$ cat src/rtl/rgb_to_gray_if.sv
// Stream port bundle for rgb_to_gray: start/done handshake plus the source
// (read) and destination (write) BRAM ports.
interface rgb_to_gray_if;
  logic        start;
  logic        done;
  logic [31:0] src_addr;
  logic [31:0] src_dout;
  logic        src_en;
  logic [31:0] dst_addr;
  logic [31:0] dst_din;
  logic [3:0]  dst_we;

  modport master (
    input  start, src_dout,
    output done, src_addr, src_en, dst_addr, dst_din, dst_we
  );

  modport slave (
    output start, src_dout,
    input  done, src_addr, src_en, dst_addr, dst_din, dst_we
  );
endinterface

$ cat src/rtl/rgb_to_gray.sv
// RGB-to-luma frame converter feeding the Sobel core; one pixel per 32-bit word.
// Optional build macro GRAY_ROUND_EN: round to nearest instead of truncating.
module rgb_to_gray #(
  parameter int IMG_WIDTH  = 256,
  parameter int IMG_HEIGHT = 256,
  parameter int ADDR_STEP  = 4
) (
  input  logic          clk,
  input  logic          rst,
  rgb_to_gray_if.master bus
);

  localparam logic [31:0] N    = 32'(IMG_WIDTH * IMG_HEIGHT);
  localparam logic [31:0] LAST = N - 32'd1;
  localparam logic [31:0] STEP = 32'(ADDR_STEP);
`ifdef GRAY_ROUND_EN
  localparam logic [16:0] ROUND = 17'd128;
`else
  localparam logic [16:0] ROUND = 17'd0;
`endif

  typedef enum logic [1:0] {IDLE, RUN, DRAIN, DONE} state_t;

  state_t      state, state_next;
  logic        src_en, done, launch, last_addr;
  logic [31:0] idx, widx, src_addr_q, dst_addr_q, dst_din_q;
  logic [2:0]  valid;
  logic [15:0] pr, pg, pb;
  logic [16:0] sum;
  logic [8:0]  unused_bits;

  assign launch      = (state == IDLE) && bus.start;
  assign last_addr   = (idx == LAST);
  assign sum         = {1'b0, pr} + {1'b0, pg} + {1'b0, pb} + ROUND;
  assign unused_bits = {bus.src_dout[31:24], sum[16]};

  always_ff @(posedge clk) begin
    if (rst) state <= IDLE;
    else     state <= state_next;
  end

  // DRAIN ends when only the final write is left in the pipe.
  always_comb begin
    state_next = state;
    src_en     = 1'b0;
    done       = 1'b0;
    case (state)
      IDLE:    if (bus.start) state_next = RUN;
      RUN: begin
        src_en = 1'b1;
        if (last_addr) state_next = DRAIN;
      end
      DRAIN:   if (valid == 3'b100) state_next = DONE;
      DONE: begin
        done = 1'b1;
        if (!bus.start) state_next = IDLE;
      end
      default: state_next = IDLE;
    endcase
  end

  // idx is the index currently on src_addr; address 0 is loaded on launch.
  always_ff @(posedge clk) begin
    if (rst || launch) begin
      idx        <= 32'd0;
      src_addr_q <= 32'd0;
    end else if (state == RUN && !last_addr) begin
      idx        <= idx + 32'd1;
      src_addr_q <= (idx + 32'd1) * STEP;
    end else begin
      src_addr_q <= 32'd0;
    end
  end

  // valid[0]: src_dout holds a pixel; valid[1]: products held; valid[2]: write out.
  always_ff @(posedge clk) begin
    if (rst) begin
      valid      <= 3'b000;
      pr         <= 16'd0;
      pg         <= 16'd0;
      pb         <= 16'd0;
      widx       <= 32'd0;
      dst_addr_q <= 32'd0;
      dst_din_q  <= 32'd0;
    end else begin
      valid <= {valid[1:0], state == RUN};
      if (valid[0]) begin
        pr <= 16'd77  * {8'd0, bus.src_dout[23:16]};
        pg <= 16'd150 * {8'd0, bus.src_dout[15:8]};
        pb <= 16'd29  * {8'd0, bus.src_dout[7:0]};
      end
      if (launch) begin
        widx <= 32'd0;
      end else if (valid[1]) begin
        widx <= widx + 32'd1;
      end
      if (valid[1]) begin
        dst_din_q  <= {24'd0, sum[15:8]};
        dst_addr_q <= widx * STEP;
      end else begin
        dst_din_q  <= 32'd0;
      end
    end
  end

  assign bus.src_en   = src_en;
  assign bus.done     = done;
  assign bus.src_addr = src_addr_q;
  assign bus.dst_addr = dst_addr_q;
  assign bus.dst_din  = dst_din_q;
  assign bus.dst_we   = {4{valid[2]}};

endmodule

$ cat src/flat_wrapper.sv
// flat-port wrapper written by rule: the top's interface ports become plain ports
module rgb_to_gray_flat 
#(
  parameter int IMG_WIDTH  = 256,
  parameter int IMG_HEIGHT = 256,
  parameter int ADDR_STEP  = 4
)
  (clk, rst, bus_start, bus_src_dout, bus_done, bus_src_addr, bus_src_en, bus_dst_addr, bus_dst_din, bus_dst_we);
  rgb_to_gray_if bus_i ();
  input  logic clk;
  input  logic rst;
  input wire logic [$bits(bus_i.start)-1:0] bus_start;
  input wire logic [$bits(bus_i.src_dout)-1:0] bus_src_dout;
  output wire logic [$bits(bus_i.done)-1:0] bus_done;
  output wire logic [$bits(bus_i.src_addr)-1:0] bus_src_addr;
  output wire logic [$bits(bus_i.src_en)-1:0] bus_src_en;
  output wire logic [$bits(bus_i.dst_addr)-1:0] bus_dst_addr;
  output wire logic [$bits(bus_i.dst_din)-1:0] bus_dst_din;
  output wire logic [$bits(bus_i.dst_we)-1:0] bus_dst_we;
  assign bus_i.start = bus_start;
  assign bus_i.src_dout = bus_src_dout;
  assign bus_done = bus_i.done;
  assign bus_src_addr = bus_i.src_addr;
  assign bus_src_en = bus_i.src_en;
  assign bus_dst_addr = bus_i.dst_addr;
  assign bus_dst_din = bus_i.dst_din;
  assign bus_dst_we = bus_i.dst_we;
  rgb_to_gray #(.IMG_WIDTH(IMG_WIDTH), .IMG_HEIGHT(IMG_HEIGHT), .ADDR_STEP(ADDR_STEP)) u_core (.clk(clk), .rst(rst), .bus(bus_i));
endmodule
$ cat config.mk
export PLATFORM = sky130hd
export DESIGN_NAME = rgb_to_gray_flat
export DESIGN_NICKNAME = d
export VERILOG_FILES = /design/src/rtl/rgb_to_gray_if.sv /design/src/rtl/rgb_to_gray.sv /design/src/flat_wrapper.sv
export SDC_FILE = /design/constraint.sdc
export NUM_CORES = 1
export LEC_CHECK = 0
export BUFFER_PORTS_ARGS = -buffer_cell sky130_fd_sc_hd__buf_2
export CAP_MARGIN = 40
export CORE_ASPECT_RATIO = 0.8
export CORE_MARGIN = 5
export CORE_UTILIZATION = 50
export CTS_BUF_LIST = sky130_fd_sc_hd__clkbuf_8 sky130_fd_sc_hd__clkbuf_16
export DETAILED_ROUTE_END_ITERATION = 10
export GPL_ROUTABILITY_DRIVEN = 1
export PLACE_DENSITY = 0.69
export RECOVER_POWER = 50
export SYNTH_ARGS = -nofsm -noshare
export SYNTH_HDL_FRONTEND = slang
export SYNTH_SLANG_ARGS = --single-unit
$ cat constraint.sdc
create_clock -name clk -period 4.85 [get_ports clk]
set_input_delay 0.2425 -clock clk [delete_from_list [all_inputs] [get_ports clk]]
set_output_delay 0.2425 -clock clk [all_outputs]
set_load 0.01 [all_outputs]
# After elaboration in Yosys (flattened, before gate mapping)
# Cells that the tools add are included.
# W data, S select, Z words.
[totals]
ff_bits = 206
latchBits = 0
mem_bits_rw = 0
mem_bits_ro = 0
inputBits = 35
output_inout_bits = 102
elab_cells = 46
n_memories = 0
[classes]
n_addsub = 4
mul = 3
div_mod_pow = 0
order_cmp = 0
eq_ne = 9
n_shift = 0
muxes = 7
n_bitwise = 2
reduce_logical = 9
[op_table]
columns = ["operator", "n"]
rows = [
  ["$add A32 B1 Y32 const B", 2],
  ["$eq A32 B16 Y1 const B", 1],
  ["$mul A7 B8 Y15 const A", 2],
  ["$add A15 B16 Y16", 1],
  ["$add A16 B13 Y16", 1],
  ["$mul A5 B8 Y13 const A", 1],
  ["$mux W2", 4],
  ["$pmux W2 S4", 1],
  ["$reduce_or A2 Y1", 3],
  ["$eq A2 B2 Y1 const B", 2],
  ["$ne A2 B1 Y1 const B", 2],
  ["$ne A2 B2 Y1 const B", 2],
  ["$reduce_and A4 Y1", 1],
  ["$eq A3 B3 Y1 const B", 1],
  ["$eq A2 B1 Y1 const B", 1],
  ["$logic_and A1 B1 Y1", 2],
  ["$logic_not A2 Y1", 1],
  ["$mux W1", 2],
  ["$not A1 Y1", 2],
  ["$logic_not A1 Y1", 1],
  ["$logic_or A1 B1 Y1", 1],
]

# Logic depth before layout (Yosys ltp)
# Gate-level depths: netlist of run 1.
[logic_depth]
ltp_word = 5
ltp_mapped = 14
depth_no_buf = 14

# Worst setup path after synthesis of run 1
# OpenSTA, ideal clock, no wires.
[synth_timing]
path_type = "input port to flip-flop"
start = "in bus_src_dout[12]"
end = "reg u_core.pg[14]"
setup_ns = 0.126
arrival_time_ns = 3.413
path_slack_ns = 1.311
path_stages = 13
path_buffers = 0
path_cell_list = "ha_1 > ha_1 > inv_1 > fa_1 > fa_1 > inv_1 > ha_1 > o21a_1 > nor2_1 > nor3_1 > a2111oi_0 > a2111o_1 > o211ai_1"
[synth_between]
elab_chain_len = 1
[synth_rtl]
columns = ["element", "line_no", "text"]
rows = [
  ["from (decl)", "flat_wrapper.sv:13", "input wire logic [$bits(bus_i.src_dout)-1:0] bus_src_dout;"],
  ["$mul A7 B8 Y15", "rgb_to_gray.sv:89", "pg <= 16'd150 * {8'd0, bus.src_dout[15:8]};"],
  ["to (signal assigned)", "rgb_to_gray.sv:89", ""],
  ["to (decl)", "rgb_to_gray.sv:28", "logic [15:0] pr, pg, pb;"],
]
# Every way passes these cells.
# A chain may end at the register's enable or synchronous reset.

# Final worst setup path of run 1
[layout_timing]
start = "in bus_src_dout[12]"
end = "reg u_core.pg[13]"
# Same word-level chain as after synthesis.

==> results of run 1 <==
[logic make-up after synthesis]
kind of cell	synth area share, %
flip-flops	33.1
AND/OR/NAND/NOR	17.8
buffers and inverters	6.89
adder cells (fa/ha/maj)	20.9
other	0.0349
multiplexers	5.31
AO/OA/AOI/OAI	8.40
XOR/XNOR	7.49
[worst paths after layout]
check | cells past startpoint | to | start | slack [ns]
hold reg to reg | 2 | u_core.pr[7] | u_core.pr[7] | 0.47
hold / removal | 3 | u_core.pb[0] | bus_src_dout[0] | 0.13
setup reg to reg | 10 | u_core.bus.dst_din[7] | u_core.pb[5] | 1.81
setup / recovery | 13 | u_core.pg[13] | bus_src_dout[12] | 1.56
[critical path: cells and delay by family]
kind            cells  cell delay (ns)
fa+ha+maj           5             1.94
compound gates      2             0.35
buf+inv             3             0.23
simple gates        3             0.83
[sequential cells by signal, summed over array words and instances (netlist names)]
register,count
u_core.pr,15
u_core.valid,3
u_core.bus.src_addr,30
u_core.state,2
u_core.pb,13
u_core.widx,30
u_core.idx,32
u_core.bus.dst_addr,30
u_core.pg,15
u_core.bus.dst_din,8
[cells in the mapped netlist (6+ instances only)]
cell type | count | area, sq um
buf_1 | 11 | 41.3
a21o_1 | 12 | 90.1
buf_4 | 32 | 240
ha_1 | 119 | 1490
or3_1 | 22 | 138
nor3_1 | 23 | 115
xor2_1 | 38 | 333
o21ai_0 | 29 | 145
nand4_1 | 18 | 113
inv_1 | 89 | 334
and4_1 | 7 | 61.3
a21oi_1 | 41 | 205
mux2i_1 | 57 | 571
nor2_1 | 164 | 616
and3_1 | 14 | 87.6
nor3b_1 | 14 | 105
nand2_1 | 52 | 195
nor4_1 | 6 | 37.5
dfxtp_1 | 178 | 3560
xnor2_1 | 54 | 473
clkbuf_1 | 28 | 105
a211oi_1 | 11 | 82.6
fa_1 | 38 | 761
o22ai_1 | 6 | 37.5
nand2b_1 | 13 | 81.3
nand3_1 | 22 | 110
[power by group]
part	internal [mW]	switching, mW
sequential	1.54	0.0674
combinational	0.549	0.740
clock	0.744	0.658
total	2.83	1.47
[through the flow]
step                      power (mW)  cells
after global placement          2.90   1508
after CTS                       4.34   1541
after floorplan                 2.66   1202
after detailed placement        2.93   1509
final                           4.30   1541
after global routing            4.59   1541
[routing by layer]
| layer | routed length [um] | part of all wire, % |
|---|---|---|
| met1 | 11000 | 53 |
| met2 | 8880 | 42 |
| met3 | 938 | 4.5 |
| met4 | 108 | 0.51 |
| met5 | 7 | 0.033 |
[final cells by class]
cell class | instances | share of cell area, %
Multi-Input combinational cell | 860 | 55.2
Inverter | 89 | 2.81
Tap cell | 275 | 2.90
Sequential cell | 178 | 30.0
Clock buffer | 17 | 3.58
Clock inverter | 15 | 1.55
Timing Repair Buffer | 107 | 3.93
==> metrics.md, run 1 <==
| Metric | Value |
|---|---|
| Setup Viol. Count Final | 0 |
| Main synth FF type | dfxtp_1 |
| Gr usage total | 17.2% |
| Met3 usage | 3.40% |
| H-Tree Depth | 4 |
| Nets | 1,445 |
| Final worst setup slack | 1.56 ns |
| Min Hold Slack | 0.132 ns |
| Syn_area_per_cell | 9.15 sq um |
| Number of flops mapped to enable cells by yosys | 0 |
| Sequential Area | 3560 sq um |
| CP max FO | 4 |
| CP dominant cell by count | ha_1 |
| Crit path required time | 5.15 ns |
| Critical path type | input pin to flop |
| Detailed Place HPWL | 15,600 um |
| Netlist cell types | 62 |
| Vias per inst | 5.23 |
| TritonRoute pass-1 iters | 5 |
| Status | complete, but fails checks |
| Placed inst area | 11,400 sq um |
| Final WL | 21,000 um |
| Post-CTS Setup Inserts | 0 |
| Largest net degree at the start of global routing | 73 |
| Kind of start point of the critical path | input pin |
| Synth Register Bits | 178 |
| Max-Cap Viols | 1 |
| Routed Antenna Nets | 0 |
| Filler Cell Count | 1,984 |
| Maximum vdd drop | 0.240 mV |
| Die X-Extent | 174 um |
| Layout cells sized above 1 | 6.24% |
| CTS tree | done |
| Hold Crit Class | input pin to flop |
| Vias in the first global route | 7,375 |
| Post-Syn Instances | 1,175 |
| Global routing usage on met2 | 25.8% |
| Drt drc | 0 |
| YS warnings | 0 |
| Final core utilization | 55.5% |
| Grt peak-use layer | met1 |
| Slowest Stage Delay on Critical Path | 0.52 ns |
| Setup total negative slack | 0 ns |
| Die area | 24,600 sq um |
| Actual slew at the worst max-slew pin | 2.73 ns |
| Core area | 21,400 sq um |
| Via count | 8,056 |
| Clock slew at reported path FFs | 0.08 ns |
| Ports | 137 |
| FMAX | 304 MHz |
| Synth async-reset ratio | 0% |
| Crit. End Element | flop |
| Area of the multi-input gates | 6560 sq um |
| Initial core utilization | 50.3% |
| Root Driver | clkbuf_16 |
| Most frequent cells in the layout | dfxtp_1 (177), nor2_1 (164), ha_1 (119) |
| Sequential share of the synthesized area | 33.1% |
| First-pass GRT wire length | 35,700 um |
| Critical path cell sequence | buf_2, ha_1, ha_1, inv_1, fa_1, fa_1, inv_1, ha_1, nor3_1, a21oi_1, a31o_2, nor4bb_1, or4_1 |
| Failing checks | capacitance limit, slew limit |
| Period utilization | 67.9% |
| Synthesis-to-finish area growth | 10.4% |
| RSZ-0062 raised after global routing | no |
| Initial DRC count | 467 |
| Leakage | 4.91 nW |
| Final min period | 3.29 ns |
| PortBufs | 100 |
| Ant diodes | 0 |
| GPL Wtd Cong | 0.825 |
| PwrDens | 362 nW/um^2 |
| Initial antenna violation count | 1 |
| Clk buf depth | 2 |
| Post-route cell area | 11,900 sq um |
| Met1 Usage GRT | 25.9% |
| Die Span Y | 141 um |
| Slowest cell on the critical path | fa_1 |
| Commonest non-fill, non-tap cell in the layout | dfxtp_1 |
| Hold Vio Cnt, Final | 0 |
| Cell Rows | 48 |
| TritonCTS buffer count | 17 |
| Setup Skew | 0.0123 ns |
| Data arrival, critical path | 3.60 ns |
| Dpl ws | 1.14 ns |
| Cts repair resizes | 0 |
| Wire per inst | 13.6 um |
| # hold bufs at CTS | 0 |
| Max Slew Vio Count | 61 |
| Synth Cell Area | 10,800 sq um |
| Sink Count | 178 |
| Slew HR | -81.8% |
| Gr ovfl total | 0 |
| Worst-Skew Late Latency | 0.42 ns |
(Power assumes the default switching activity.)
==> run 2: changes to the inputs <==
PLACE_DENSITY = 0.72   (was 0.69)
clock period = 2.84 ns   (was 4.85 ns; I/O delays follow)
==> metrics.md, run 2 (synthesis results as in run 1) <==
| Metric | Value |
|---|---|
| Routed Antenna Nets | 0 (unchanged) |
| Critical path type | input pin to flop |
| Crit. End Element | flop |
| Actual slew at the worst max-slew pin | 1.32 ns (-1.40 ns) |
| Slowest cell on the critical path | fa_1 |
| Crit path required time | 3.13 ns (-2.02 ns) |
| Post-route cell area | 12,700 sq um (+7.1%) |
| Hold Vio Cnt, Final | 0 (unchanged) |
| # hold bufs at CTS | 0 (unchanged) |
| CP max FO | 4 (unchanged) |
| PwrDens | 629 nW/um^2 (+74%) |
| PortBufs | 100 (unchanged) |
| Gr usage total | 18.3% (+1.1 points) |
| M1 WL | 11,100 um (+0.75%) |
| Met3 WL post-DR | 859 um (-8.4%) |
| Vias in the first global route | 8,044 (+9.1%) |
| R2R Setup Slk | 0.16 ns (-1.65 ns) |
| Nets | 1,520 (+5.2%) |
| Kind of start point of the critical path | input pin |
| Root Driver | clkbuf_16 |
| Maximum vdd drop | 0.302 mV (+26%) |
| Die X-Extent | 174 um (unchanged) |
| Max reg flops | 32 (unchanged) |
| Ports | 137 (unchanged) |
| Placed inst area | 12,000 sq um (+6.0%) |
| DR top layer | met4 |
| Hold Crit Class | input pin to flop |
| Worst-Skew Late Latency | 0.42 ns (about the same) |
| Commonest non-fill, non-tap cell in the layout | dfxtp_1 |
| Wire per inst | 13.8 um (+1.4%) |
| Final min period | 2.73 ns |
| Synthesis-to-finish area growth | 18.3% |
| Detailed Place HPWL | 16,900 um (+8.7%) |
| Slew HR | 11.8% (+94 points) |
| Core area | 21,400 sq um (unchanged) |
| Die area | 24,600 sq um (unchanged) |
| H-Tree Depth | 4 (unchanged) |
| Vias per inst | 5.13 (-1.9%) |
| Initial antenna violation count | 0 (-1) |
| Slowest Stage Delay on Critical Path | 0.50 ns (-0.02 ns) |
| Sequential Area | 3570 sq um (about the same) |
| Clock slew at reported path FFs | 0.07 ns (about the same) |
| Filler Cell Count | 1,952 (-1.6%) |
| Layout cells sized above 1 | 14.0% (+7.8 points) |
| Max Slew Vio Count | 0 (-100%) |
| Most flop-heavy register | u_core.idx |
| Clk buf depth | 2 (unchanged) |
| Cell Rows | 48 (unchanged) |
| Initial core utilization | 50.3% (unchanged) |
| CP dominant cell by count | ha_1 |
| FMAX | 367 MHz |
| Setup Skew | 0.0135 ns (+0.00124 ns) |
| Max-Cap Viols | 0 (-1) |
| Data arrival, critical path | 3.02 ns (-0.58 ns) |
| Final WL | 22,300 um (+6.3%) |
| Sink Count | 178 (unchanged) |
| Min Hold Slack | 0.123 ns (-0.00904 ns) |
| Leakage | 5.29 nW (+7.8%) |
| Drt drc | 0 (unchanged) |
| Gr ovfl total | 0 (unchanged) |
| Final core utilization | 59.5% (+3.9 points) |
| Critical path cell sequence | buf_2, ha_1, ha_1, fa_1, ha_1, ha_1, nor3_1, o21ai_2, a31o_2, nor4bb_1, or4_1 |
| First-pass GRT wire length | 38,200 um (+6.7%) |
| TritonCTS buffer count | 17 (unchanged) |
| Ant diodes | 0 (unchanged) |
| Area of the multi-input gates | 6820 sq um (+4.1%) |
| Status | completed |
| Initial DRC count | 405 (-13%) |
| Period utilization | 96.1% |
| Largest net degree at the start of global routing | 63 (-14%) |
| GPL Wtd Cong | 0.813 (-1.5%) |
| Die Span Y | 141 um (unchanged) |
| Setup Viol. Count Final | 0 (unchanged) |
| Via count | 8,290 (+2.9%) |
| Met2 Routed Length | 10,100 um (+14%) |
| TritonRoute pass-1 iters | 5 (unchanged) |
| Most frequent cells in the layout | dfxtp_1 (176), nor2_1 (164), ha_1 (107) |
| CTS tree | done |
## run 2: changes by cell type in the layout (fill, tap and decap cells not counted), sizes merged
| cell | before | now |
|---|---|---|
| buf | 32 | 105 |
| clkbuf | 92 | 94 |
| clkinv | 6 | 8 |
| inv | 97 | 95 |
## run 2: worst max-delay path: cells and delay by family
kind	cells	cell delay (ns)
compound gates	2	0.34
fa+ha+maj	5	1.65
buf+inv	1	0.12
simple gates	3	0.77
## run 2: final cells by class
class	count	share of cell area, %
tap	275	2.71
multi-input combinational	860	53.6
timing repair buffer	182	7.98
sequential	178	28.0
clock buffer	17	3.35
inverter	89	2.63
clock inverter	15	1.65
## run 2: worst paths after layout
check	start	endpoint	depth (start not counted)
worst max-delay path	bus_src_dout[13]	u_core.pg[13]	11
worst min-delay path	bus_src_dout[0]	u_core.pb[0]	4
worst max register to register	u_core.pb[5]	u_core.bus.dst_din[7]	10
worst min register to register	u_core.pr[7]	u_core.pr[7]	2
## run 2: power by group
group / internal, mW / switching [mW] / leakage [nW]
combinational: 1.33 / 1.45 / 3.55
clock: 1.29 / 1.16 / 0.306
sequential: 2.63 / 0.137 / 1.44
## run 2: through the flow
stage                     std cells  setup TNS [ns]  power [mW]  worst slack (ns)
after floorplan                1202          -0.238        4.69            -0.105
after global placement         1581           -3.13        5.43            -0.290
after detailed placement       1581           -4.10        5.49            -0.387
after CTS                      1615               0        7.99            0.0127
after global routing           1616         -0.0133        8.53          -0.00924
final                          1616               0        8.00             0.112
## run 2: metal layers
layer	up-vias	GRT usage, %
li1	4257	-
met1	3863	25.7
met2	156	29.8
met3	14	3.11
met4	0	3.87
met5	-	0
## run 2: repair_timing
action                                  CTS  global route
endpoints found under the setup margin    4            10
pin swaps                                 4            12
resized for setup                         4            17
hold endpoints to repair                  0             0
setup buffers                             2             1
==> run 3: changes to the inputs <==
CORE_MARGIN = unset   (was 5)
==> metrics.md, run 3 (synthesis results as in run 1) <==
| Metric | Value |
|---|---|
| Status | complete, but fails checks |
| Failing checks | DRC, capacitance limit, slew limit |
| Sw Pwr | 2.72 mW (-0.91%) |
| Final min period | 2.72 ns (-0.00911 ns) |
| Worst-case reg-to-reg path depth | 10 (unchanged) |
| Vias per inst | 5.19 (+1.2%) |
| Slowest Stage Delay on Critical Path | 0.50 ns (about the same) |
| Met3 WL post-DR | 1010 um (+17%) |
| TritonRoute pass-1 iters | 8 (+3) |
| Kind of start point of the critical path | input pin |
| Post-route insts no fill | 1,609 (-0.43%) |
| Root Driver | clkbuf_16 |
| Max Slew Vio Count | 43 (+43) |
| Actual slew at the worst max-slew pin | 1.51 ns (+0.191 ns) |
| Wire per inst | 13.9 um (+0.33%) |
| Cell Rows | 47 (-2.1%) |
| Crit path required time | 3.19 ns (+0.06 ns) |
| Routed Antenna Nets | 0 (unchanged) |
| Sw frac | 34.3% (-0.039 points) |
| Via count | 8,357 (+0.81%) |
| Commonest non-fill, non-tap cell in the layout | dfxtp_1 |
| CTS tree | done |
| # hold bufs at CTS | 0 (unchanged) |
| Final WL | 22,300 um (-0.11%) |
| Maximum vdd drop | 0.364 mV (+20%) |
| Gr usage total | 20.6% (+2.3 points) |
| Critical path cell sequence | buf_2, ha_4, ha_4, inv_2, fa_1, fa_1, inv_2, ha_4, o21a_1, nor2_2, nor3_2, a2111oi_4, a2111o_1, o211ai_1 |
| Initial antenna violation count | 0 (unchanged) |
| Largest net degree at the start of global routing | 52 (-17%) |
| Initial core utilization | 51.5% (+1.2 points) |
| RR Startpoint | u_core.pb[5] |
| Leakage | 5.28 nW (-0.22%) |
| Worst-Skew Late Latency | 0.43 ns (about the same) |
| Hold Startpoint | bus_src_dout[16] |
| Die area | 22,100 sq um (-10%) |
| Reg power frac | 35.0% (+0.4 points) |
| PwrDens | 628 nW/um^2 (-0.22%) |
| Clock slew at reported path FFs | 0.07 ns (about the same) |
| Max-Cap Viols | 1 (+1) |
| Critical path type | input pin to flop |
| Layout cells sized above 1 | 13.4% (-0.66 points) |
| Ant diodes | 0 (unchanged) |
| Crit. End Element | flop |
| Initial DRC count | 399 (-1.5%) |
| Hold Vio Cnt, Final | 0 (unchanged) |
| GPL Wtd Cong | 0.813 (about the same) |
| Post-CTS Setup Inserts | 0 (-2) |
| Data arrival, critical path | 3.07 ns (+0.05 ns) |
| Drt drc | 8 (+8) |
| Most flop-heavy register | u_core.idx |
| DR top layer | met4 |
| Max reg flops | 32 (unchanged) |
| Period utilization | 95.8% (-0.32 points) |
| Number of cells after detailed placement | 1,577 (-0.25%) |
| Sink Count | 178 (unchanged) |
| Clk buf depth | 2 (unchanged) |
| Synthesis-to-finish area growth | 17.6% |
| H-Tree Depth | 4 (unchanged) |
| Hold endpoint | u_core.pr[0] |
| Nets | 1,519 (-0.066%) |
| Ports | 137 (unchanged) |
| Gr ovfl total | 0 (unchanged) |
| FMAX | 368 MHz (+0.33%) |
| TritonCTS buffer count | 17 (unchanged) |
| R2R Setup Slk | 0.16 ns (about the same) |
| P_int | 5.21 mW (-0.73%) |
| Slowest cell on the critical path | fa_1 |
| Hold depth | 3 (-1) |
| Die Span Y | 133 um (-5.7%) |
| Met2 Routed Length | 9910 um (-2.3%) |
| Core area | 20,900 sq um (-2.4%) |
| Hold Crit Class | input pin to flop |
| Crit Reg-Reg Endpoint | u_core.bus.dst_din[7] |
| Slew HR | -1.06% (-13 points) |
| Min Hold Slack | 0.0451 ns (-0.0774 ns) |
| Die X-Extent | 166 um (-4.6%) |
| Most frequent cells in the layout | dfxtp_1 (177), nor2_1 (163), ha_1 (109) |
| Vias in the first global route | 7,880 (-2.0%) |
| Clock share of power | 30.2% (-0.5 points) |
| Setup Skew | 0.0116 ns (-0.00198 ns) |
| Detailed Place HPWL | 16,700 um (-1.5%) |
| M1 WL | 11,200 um (+0.44%) |
| Setup Viol. Count Final | 0 (unchanged) |
| First-pass GRT wire length | 37,400 um (-1.9%) |
| CP dominant cell by count | ha_4 |
| Comb pwr share | 34.8% (about the same) |
| PortBufs | 100 (unchanged) |
| CP max FO | 3 (-1) |
## run 3: cell types whose count changed in the layout (fill, tap and decap cells not counted), moves of 2 or more
cell	before	now
buf_4	79	75
clkinv_8	6	3
inv_8	2	5
ha_1	107	109
ha_4	12	10
## run 3: worst max-delay path by stage
stage	from	end	cells after the start	slack [ns]
detailed placement	bus_src_dout[3]	u_core.pb[11]	13	-0.40
global route	bus_src_dout[3]	u_core.pb[11]	14	-0.003
finish	bus_src_dout[12]	u_core.pg[14]	14	0.12
CTS	bus_src_dout[3]	u_core.pb[11]	13	0.01
floorplan	bus_src_dout[3]	u_core.pb[11]	12	-0.11
global placement	bus_src_dout[3]	u_core.pb[11]	13	-0.29
## run 3: area by class of cell
type / count / area, sq um
inverter: 89 / 334
timing repair buffer: 181 / 1010
clock inverter: 15 / 184
tap: 269 / 337
multi-input combinational: 860 / 6790
sequential: 178 / 3560
fill: 1885 / 8230
clock buffer: 17 / 425
## run 3: repair_timing
action | in CTS | in global routing
gates resized for setup | 3 | 12
pin swaps | 1 | 8
setup endpoints to repair | 4 | 10
## run 3: power by group through the flow
stage	Sequential, mW	Clock [mW]	Combinational [mW]
floorplan	2.76	0	1.93
global placement	2.83	0	2.60
detailed placement	2.83	0	2.68
CTS	2.78	2.45	2.72
global route	2.80	2.55	3.11
finish	2.78	2.40	2.76
## run 3: routing by layer
metal / GRT usage [%] / vias to the layer above
met5: 0 / -
met4: 4.72 / 0
met3: 3.54 / 17
met2: 33.1 / 155
met1: 28.8 / 3929
li1: - / 4256
## run 3: metrics by stage
| step | utilization [%] | instance area [sq um] | setup WS [ns] | TNS [ns] | total power, mW |
|---|---|---|---|---|---|
| 6_report | 60.6 | 12600 | 0.121 | 0 | 7.94 |
| 5_1_grt | 60.6 | 12600 | -0.00284 | -0.00284 | 8.46 |
| 4_1_cts | 60.8 | 12700 | 0.0148 | 0 | 7.94 |
| 3_5_place_dp | 57.8 | 12100 | -0.398 | -4.17 | 5.51 |
| 3_3_place_gp | 57.8 | 12100 | -0.292 | -3.01 | 5.43 |
| 2_1_floorplan | - | 11000 | -0.105 | -0.238 | 4.69 |
## run 3: critical path, delay by kind of cell
kind / cells / cell delay [ns]
simple gates: 2 / 0.27
compound gates: 4 / 0.73
fa+ha+maj: 5 / 1.71
buf+inv: 3 / 0.20
